==> src/rtl/inst_phase_sequencer_pkg.sv <==
// Shared phase encodings and instruction field positions for the
// instruction phase sequencer, decoder and ALU.
package inst_phase_sequencer_pkg;

   typedef enum logic [2:0] {
      IDLE     = 3'd0,
      FETCH    = 3'd1,
      GAP      = 3'd2,
      DECODE   = 3'd3,
      EXEC     = 3'd4,
      WRITE    = 3'd5,
      WAIT_REL = 3'd6
   } phase_e;

   localparam int OPC_MSB = 7;
   localparam int OPC_LSB = 4;
   localparam int OPR_MSB = 3;
   localparam int OPR_LSB = 0;

   function automatic phase_e after_gap(phase_e p);
      case (p)
         FETCH:   return DECODE;
         DECODE:  return EXEC;
         default: return WRITE;
      endcase
   endfunction

   function automatic logic [3:0] opcode(logic [7:0] inst);
      return inst[OPC_MSB:OPC_LSB];
   endfunction

   function automatic logic [3:0] operand(logic [7:0] inst);
      return inst[OPR_MSB:OPR_LSB];
   endfunction

endpackage

==> src/rtl/inst_phase_sequencer_switch_debouncer.sv <==
// Two-flop synchroniser plus stable-count debouncer for a raw switch.
// released flags a genuine low level once the synchroniser has refilled.
module switch_debouncer #(
   parameter logic [15:0] DB_CYCLES = 16'd50000
) (
   input  logic clk,
   input  logic rst_n,
   input  logic sw,
   output logic level,
   output logic released
);

   logic        s1;
   logic        s2;
   logic [15:0] cnt;
   logic [1:0]  prime;

   always_ff @(posedge clk) begin
      if (!rst_n) begin
         s1    <= 1'b0;
         s2    <= 1'b0;
         level <= 1'b0;
         cnt   <= 16'd0;
         prime <= 2'd0;
      end else begin
         s1 <= sw;
         s2 <= s1;
         if (prime != 2'd2)
            prime <= prime + 2'd1;
         if (s2 == level)
            cnt <= 16'd0;
         else if (cnt == DB_CYCLES - 16'd1) begin
            level <= ~level;
            cnt   <= 16'd0;
         end else
            cnt <= cnt + 16'd1;
      end
   end

   // zeros left in the synchroniser by reset are not a real release
   assign released = ~level & ~s2 & prime[1];

endmodule

==> src/rtl/inst_phase_sequencer.sv <==
// Single-clock fetch/decode/exec/write enable sequencer for the switch CPU.
// Optional INST_CNT output is enabled by defining INST_PHASE_SEQ_CNT_EN.
module inst_phase_sequencer
   import inst_phase_sequencer_pkg::*;
#(
   parameter logic [15:0] DB_CYCLES = 16'd50000,
   parameter logic [1:0]  PHASE_GAP = 2'd1
) (
   input  logic       CLK,
   input  logic       RST_N,
   input  logic       SW_START,
   input  logic [7:0] SW_INST,
   output logic [7:0] INST,
   output logic       DEC_EN,
   output logic       ALU_EN,
   output logic       WRI_EN,
   output logic       BUSY,
   output logic [2:0] PHASE
`ifdef INST_PHASE_SEQ_CNT_EN
  ,output logic [7:0] INST_CNT
`endif
);

   logic       db_level;
   logic       db_released;
   logic       armed;
   logic       press;
   logic [1:0] gap_cnt;
   phase_e     state;
   phase_e     nxt;
   phase_e     gap_to;

   switch_debouncer #(
      .DB_CYCLES(DB_CYCLES)
   ) u_start_db (
      .clk     (CLK),
      .rst_n   (RST_N),
      .sw      (SW_START),
      .level   (db_level),
      .released(db_released)
   );

   assign press = db_level & armed;
   assign PHASE = state;

   always_comb begin
      nxt = state;
      case (state)
         IDLE:     if (press) nxt = FETCH;
         FETCH,
         DECODE,
         EXEC:     nxt = (PHASE_GAP == 2'd0) ? after_gap(state) : GAP;
         GAP:      if (gap_cnt == PHASE_GAP - 2'd1) nxt = gap_to;
         WRITE:    nxt = WAIT_REL;
         WAIT_REL: if (!db_level) nxt = IDLE;
         default:  nxt = IDLE;
      endcase
   end

   always_ff @(posedge CLK) begin
      if (!RST_N) begin
         state   <= IDLE;
         gap_to  <= IDLE;
         gap_cnt <= 2'd0;
         armed   <= 1'b0;
         INST    <= 8'h00;
         DEC_EN  <= 1'b0;
         ALU_EN  <= 1'b0;
         WRI_EN  <= 1'b0;
         BUSY    <= 1'b0;
      end else begin
         state  <= nxt;
         DEC_EN <= (nxt == DECODE);
         ALU_EN <= (nxt == EXEC);
         WRI_EN <= (nxt == WRITE);
         BUSY   <= (nxt != IDLE) && (nxt != WAIT_REL);
         if (press)
            armed <= 1'b0;
         else if (db_released)
            armed <= 1'b1;
         if (state == FETCH)
            INST <= SW_INST;
         if (state == FETCH || state == DECODE || state == EXEC) begin
            gap_to  <= after_gap(state);
            gap_cnt <= 2'd0;
         end else if (state == GAP)
            gap_cnt <= gap_cnt + 2'd1;
      end
   end

`ifdef INST_PHASE_SEQ_CNT_EN
   always_ff @(posedge CLK) begin
      if (!RST_N)
         INST_CNT <= 8'h00;
      else if (state == WRITE)
         INST_CNT <= INST_CNT + 8'h01;
   end
`endif

endmodule

==> config.mk <==
export PLATFORM = sky130hd
export DESIGN_NAME = inst_phase_sequencer
export DESIGN_NICKNAME = d
export VERILOG_FILES = /design/src/rtl/inst_phase_sequencer_pkg.sv /design/src/rtl/inst_phase_sequencer_switch_debouncer.sv /design/src/rtl/inst_phase_sequencer.sv
export SDC_FILE = /design/constraint.sdc
export NUM_CORES = 1
export LEC_CHECK = 0
export ABC_AREA = 0
export ABC_CLOCK_PERIOD_IN_PS = 2400
export CAP_MARGIN = 20
export CORE_ASPECT_RATIO = 0.7
export CORE_MARGIN = 5
export CORE_UTILIZATION = 50
export DETAILED_ROUTE_END_ITERATION = 12
export PLACE_DENSITY_LB_ADDON = 0.12
export SLEW_MARGIN = 25
export SYNTH_ARGS = -nofsm -noshare
export SYNTH_HDL_FRONTEND = slang
export SYNTH_SLANG_ARGS = --single-unit
==> constraint.sdc <==
create_clock -name CLK -period 2.4 [get_ports CLK]
set_input_delay 0.48 -clock CLK [delete_from_list [all_inputs] [get_ports CLK]]
set_output_delay 0.48 -clock CLK [all_outputs]
set_load 0.01 [all_outputs]
==> impl_metrics.json, run 1 <==
{
  "crit_buf_inv": 0,
  "cts.reportedPaths.clkPinSlew_ps": 70,
  "clockBufferDepth": 2,
  "hold_path_startpoint": "u_start_db.s1",
  "cts_buffers": 5,
  "fp-row-count": 18,
  "yosysTopAreaCellShare_pct": 48.17,
  "dpl_worst_slack_ps": 397.1,
  "r2r-start": "u_start_db.cnt[6]",
  "io_buffers": 25,
  "vias": 1446,
  "power_leakage_uw": 0.0007476,
  "whs_ps": 443.9,
  "post_cts_buffers": 0,
  "worst_pin_slew_ps": 615.3,
  "crit_required_ps": 2550,
  "synth_compound_area_share_pct": 7.527,
  "antenna_found_initial": 0,
  "synthXorXnorAreaFrac_pct": 7.527,
  "insertedDiodeCount": 0,
  "critical_path.max_fanout": 16,
  "synthTopCellsByArea": "dfxtp_1, nor2_1, mux2i_1",
  "drive_gt1_share_pct": 3.982,
  "place.gp.congestion": 0.8862,
  "startpoint_type": "flop",
  "firstDrtPassIters": 4,
  "synthMuxAreaShare_pct": 4.588,
  "hold_depth": 1,
  "postCtsHoldBufs": 0,
  "synth_cells": 196,
  "yosys.area_share.simple_pct": 25.88,
  "setup_viol": 0,
  "crit_slowest_cell": "nand3_1",
  "status": "finished, final reports clean",
  "drc": 0,
  "area_growth_pct": 22.29,
  "placedCellCount": 269,
  "relSlewSlack_pct": 58.87,
  "synth_fa_ha_area_share_pct": 2.867,
  "ant_nets": 0,
  "hold_viol_final": 0,
  "first_iter_violations": 90,
  "hp-class": "reg -> reg",
  "postLayoutSetupSlackWorst_ps": 389.9,
  "p_per_area_mw_per_mm2": 583.2,
  "die-height_um": 59.44,
  "synth.distinct_cells": 33,
  "grt_pass1_wl_um": 5699,
  "grt_pass1_vias": 1331,
  "startpoint": "u_start_db.cnt[6]",
  "routedWlPerCell_um": 12.36,
  "max_stage_delay_ps": 460,
  "fmax_mhz": 497.5,
  "die_w_um": 80.62,
  "synth-seq-cells": 42,
  "grt_max_degree": 19,
  "post-route-min-period_ps": 2010,
  "yosysTopAreaCell": "dfxtp_1",
  "syn_area_mm2": 0.001745,
  "yosysSeqAreaShare_pct": 48.17,
  "synth_area_per_cell_um2": 8.905,
  "root_buffer": "clkbuf_8",
  "cp-end-kind": "flop",
  "rsz0062_at_grt": "no",
  "cts_resized": 0,
  "crit_chain": "or4b_1, or4_1, nand3_1, nor2_1",
  "viasPerCell": 5.239,
  "final_cells": 276,
  "clk_latency_ps": 290,
  "coreArea_mm2": 0.003446,
  "synth_top_family_by_area": "simple AND/OR/NAND/NOR gates",
  "cp_top_family": "simple AND/OR/NAND/NOR gates",
  "hpwl_um": 2540,
  "nets": 241,
  "ios": 26,
  "start_util_pct": 50.65,
  "cts_sinks": 42,
  "cts_tree": "yes",
  "die_area_mm2": 0.004792,
  "worstRegToRegCells": 4,
  "synth_nets": 211,
  "slew_violations": 0,
  "ir_drop_uv": 319.0,
  "grt_usage_pct": 15.51,
  "period_share_pct": 83.75,
  "drt-total-wl_um": 3410,
  "h-tree-depth": 2,
  "grt-ovfl-total": 0,
  "worstSetupPathType": "reg -> reg",
  "fin_skew_ps": 7.133,
  "cp.depth": 4,
  "cp.arrival_ps": 2160,
  "ys.warnings.count": 0,
  "drv_cap": 0,
  "finalSetupTns_ps": 0
}
-- synth_stat cells --
master     count
and3b_1        1
a311oi_1       1
nand3_1        7
clkinv_1       1
nand4bb_1      2
nor4_1         3
nor2_1        38
a22oi_1        3
dfxtp_1       42
xor2_1         7
a32oi_1        1
buf_4          1
mux2i_1        8
a31oi_1        2
nand2b_1       3
clkbuf_1       4
xnor2_1        8
a31o_2         1
nor2b_1        1
o21ai_0        4
and3_1         5
nand2_1       12
nor3_1         2
a21oi_1        8
ha_1           4
or3_1          2
o211a_1        1
or4b_1         1
or4_1          1
inv_1          9
nand4_1        6
and2_1         6
nor3b_1        1
-- logic make-up after synthesis --
group | after synthesis
muxes | 8
buffers and inverters | 15
adders and majority gates | 4
DFF | 42
xor gates and xnor gates | 15
and+or+nand+nor | 91
AOI/OAI and AO/OA | 21
-- sequential cells by signal, indices dropped and copies added (netlist names), 2 cells and up --
register          count
u_start_db.cnt       16
INST                  8
PHASE                 3
gap_to                3
gap_cnt               2
u_start_db.prime      2
-- layout make-up --
type | count | area, µm²
Fill cell | 314 | 1311
Sequential cell | 42 | 840.8
Timing Repair Buffer | 28 | 272.8
Multi-Input combinational cell | 139 | 844.6
Inverter | 10 | 37.54
Tap cell | 50 | 62.56
Clock buffer | 7 | 76.32
-- through the flow --
| step | power (µW) | cell area (µm²) | util, % |
|---|---|---|---|
| floorplan | 816.9 | 1745 | - |
| global placement | 842.5 | 2058 | 59.73 |
| detailed placement | 852.2 | 2058 | 59.73 |
| CTS | 1261 | 2135 | 61.95 |
| global route | 1307 | 2135 | 61.95 |
| finish | 1245 | 2135 | 61.95 |
-- cells in the final DEF (no fill, tap or decap), types with 6 or more instances in the layout --
| cell type | netlist | layout |
|---|---|---|
| mux2i_1 | 8 | 8 |
| dfxtp_1 | 42 | 42 |
| a21oi_1 | 8 | 8 |
| and2_1 | 6 | 6 |
| clkdlybuf4s50_1 | 0 | 25 |
| nand4_1 | 6 | 6 |
| inv_1 | 9 | 9 |
| nand2_1 | 12 | 12 |
| nand3_1 | 7 | 7 |
| xnor2_1 | 8 | 8 |
| nor2_1 | 38 | 38 |
| xor2_1 | 7 | 7 |
-- worst paths after layout --
check | slack (ps) | end
setup reg to reg | 390 | u_start_db.cnt[6]
setup / recovery | 390 | u_start_db.cnt[6]
hold / removal | 440 | u_start_db.s2
hold reg to reg | 440 | u_start_db.s2
-- metal layers --
metal | vias up | routed length [µm] | track usage, %
met2 | 44 | 1462 | 24.88
met5 | - | 0 | 0
met4 | 0 | 40 | 5.060
li1 | 727 | - | -
met3 | 6 | 243 | 5.927
met1 | 669 | 1662 | 19.36
-- worst reg2reg max path: cells and delay by family, from the launching register on --
kind	cells	cell delay [ps]
DFF	1	420
and+or+nand+nor	4	1460
-- power breakdown --
part           internal (µW)  switching, µW
Combinational           49.5           47.5
Sequential               721           16.8
Clock                    200            210
Total                    971            274
Power figures use the tool's default switching activity.
==> run 2: changes to the inputs <==
- ABC_CLOCK_PERIOD_IN_PS: 2400 -> 1850
- clock period: 2.4 -> 1.85 ns (I/O delays scaled with it)
==> impl_metrics.json, run 2 (synthesis results as in run 1) <==
{
  "status": "finished, final reports clean",
  "startpoint": "u_start_db.cnt[10]",
  "power_leakage_uw": 0.0007887,
  "grt-ovfl-total": 0,
  "crit_required_ps": 2070,
  "post_cts_buffers": 0,
  "whs_ps": 441.9,
  "routed-wl-met2_um": 1479,
  "drc": 0,
  "hold_viol_final": 0,
  "place_area_mm2": 0.002116,
  "place.gp.congestion": 0.8226,
  "area_growth_pct": 26.38,
  "h-tree-depth": 2,
  "grt_pass1_vias": 1370,
  "ir_drop_uv": 469.4,
  "mostFrequentLayoutCells": "dfxtp_1, nor2_1, clkdlybuf4s50_1, nand2_1, inv_1",
  "num-fill-cells": 293,
  "postCtsHoldBufs": 0,
  "cp-end-kind": "flop",
  "topRoutingLayerUsed": "met4",
  "grt_max_degree": 19,
  "viasPerCell": 5.128,
  "cts_tree": "yes",
  "hp-class": "reg -> reg",
  "fin_area_mm2": 0.002206,
  "slew_violations": 0,
  "insertedDiodeCount": 0,
  "grt_usage_pct": 16.26,
  "r2r-start": "u_start_db.cnt[10]",
  "cts_buffers": 5,
  "setup_viol": 0,
  "period_share_pct": 96.33,
  "clk_latency_ps": 280,
  "worst_pin_slew_ps": 361.4,
  "worstSetupPathType": "reg -> reg",
  "finalSetupTns_ps": 0,
  "p_per_area_mw_per_mm2": 737.4,
  "reg.largest.list": "u_start_db.cnt (16), INST (8)",
  "die_area_mm2": 0.004792,
  "startpoint_type": "flop",
  "fp-row-count": 18,
  "dr_wl_met3_um": 242,
  "drive_gt1_share_pct": 8.190,
  "die_w_um": 80.62,
  "clockBufferDepth": 2,
  "drt-met1-wl_um": 1758,
  "largest-register": "u_start_db.cnt",
  "hold_path_startpoint": "u_start_db.cnt[0]",
  "first_iter_violations": 144,
  "grt_pass1_wl_um": 5996,
  "largest_reg_flops": 16,
  "firstDrtPassIters": 4,
  "ios": 26,
  "die-height_um": 59.44,
  "relSlewSlack_pct": 75.68,
  "rsz0062_at_grt": "yes",
  "p_total_uw": 1627,
  "coreArea_mm2": 0.003446,
  "cts_sinks": 42,
  "cts_resized": 0,
  "antenna_found_initial": 0,
  "root_buffer": "clkbuf_8",
  "cts.reportedPaths.clkPinSlew_ps": 70,
  "vias": 1446,
  "ant_nets": 0,
  "cp.arrival_ps": 2000,
  "drt-total-wl_um": 3496,
  "final_common_cell": "dfxtp_1",
  "nets": 247,
  "dpl_worst_slack_ps": 76.42,
  "drv_cap": 0,
  "fin_skew_ps": 4.192,
  "critical_path.max_fanout": 4,
  "fmax_mhz": 561.2,
  "post-route-min-period_ps": 1782,
  "start_util_pct": 50.65,
  "postLayoutSetupSlackWorst_ps": 67.96,
  "io_buffers": 25,
  "hpwl_um": 2593,
  "routedWlPerCell_um": 12.40
}
run 2: changes by cell type in the layout (fill, tap and decap cells not counted), sizes merged:
| cell | before | now |
|---|---|---|
| buf | 3 | 9 |
run 2: path summary, 6_finish.rpt:
kind | depth (start not counted) | slack (ps) | end
setup / recovery | 4 | 70 | u_start_db.level
hold / removal | 1 | 440 | u_start_db.cnt[0]
setup reg to reg | 4 | 70 | u_start_db.level
hold reg to reg | 1 | 440 | u_start_db.cnt[0]
run 2: report_power, final:
part           internal [µW]  leakage (µW)  total (µW)  switching (µW)
Combinational           67.7      0.000411         130            62.0
Clock                    260     0.0000383         536             276
Sequential               936      0.000340         961            25.6
run 2: layer usage:
metal | GRT usage (%) | vias up
met2 | 24.53 | 50
met5 | 0 | -
li1 | - | 742
met3 | 4.863 | 2
met4 | 5.060 | 0
met1 | 22.43 | 652
run 2: worst max-delay path: stages (launching register included):
cell     delay [ps]
dfxtp_2         340
or4b_1          500
or4_4           430
or3_4           340
a21oi_2         110
run 2: final cells by class:
class,count,area (µm²),share of cell area [%]
flip-flops and latches,42,842.1,38.17
multi-input cells,139,857.1,38.85
well taps,50,62.56,2.836
repair buffers,34,330.3,14.97
inverters,10,37.54,1.702
clock buffers,7,76.32,3.460
run 2: metrics by stage:
| step | std cells | util, % |
|---|---|---|
| 3_5_place_dp | 275 | 61.40 |
| 5_1_grt | 282 | 64.02 |
| 6_report | 282 | 64.02 |
| 4_1_cts | 282 | 63.62 |
| 3_3_place_gp | 275 | 61.40 |
| 2_1_floorplan | 196 | - |
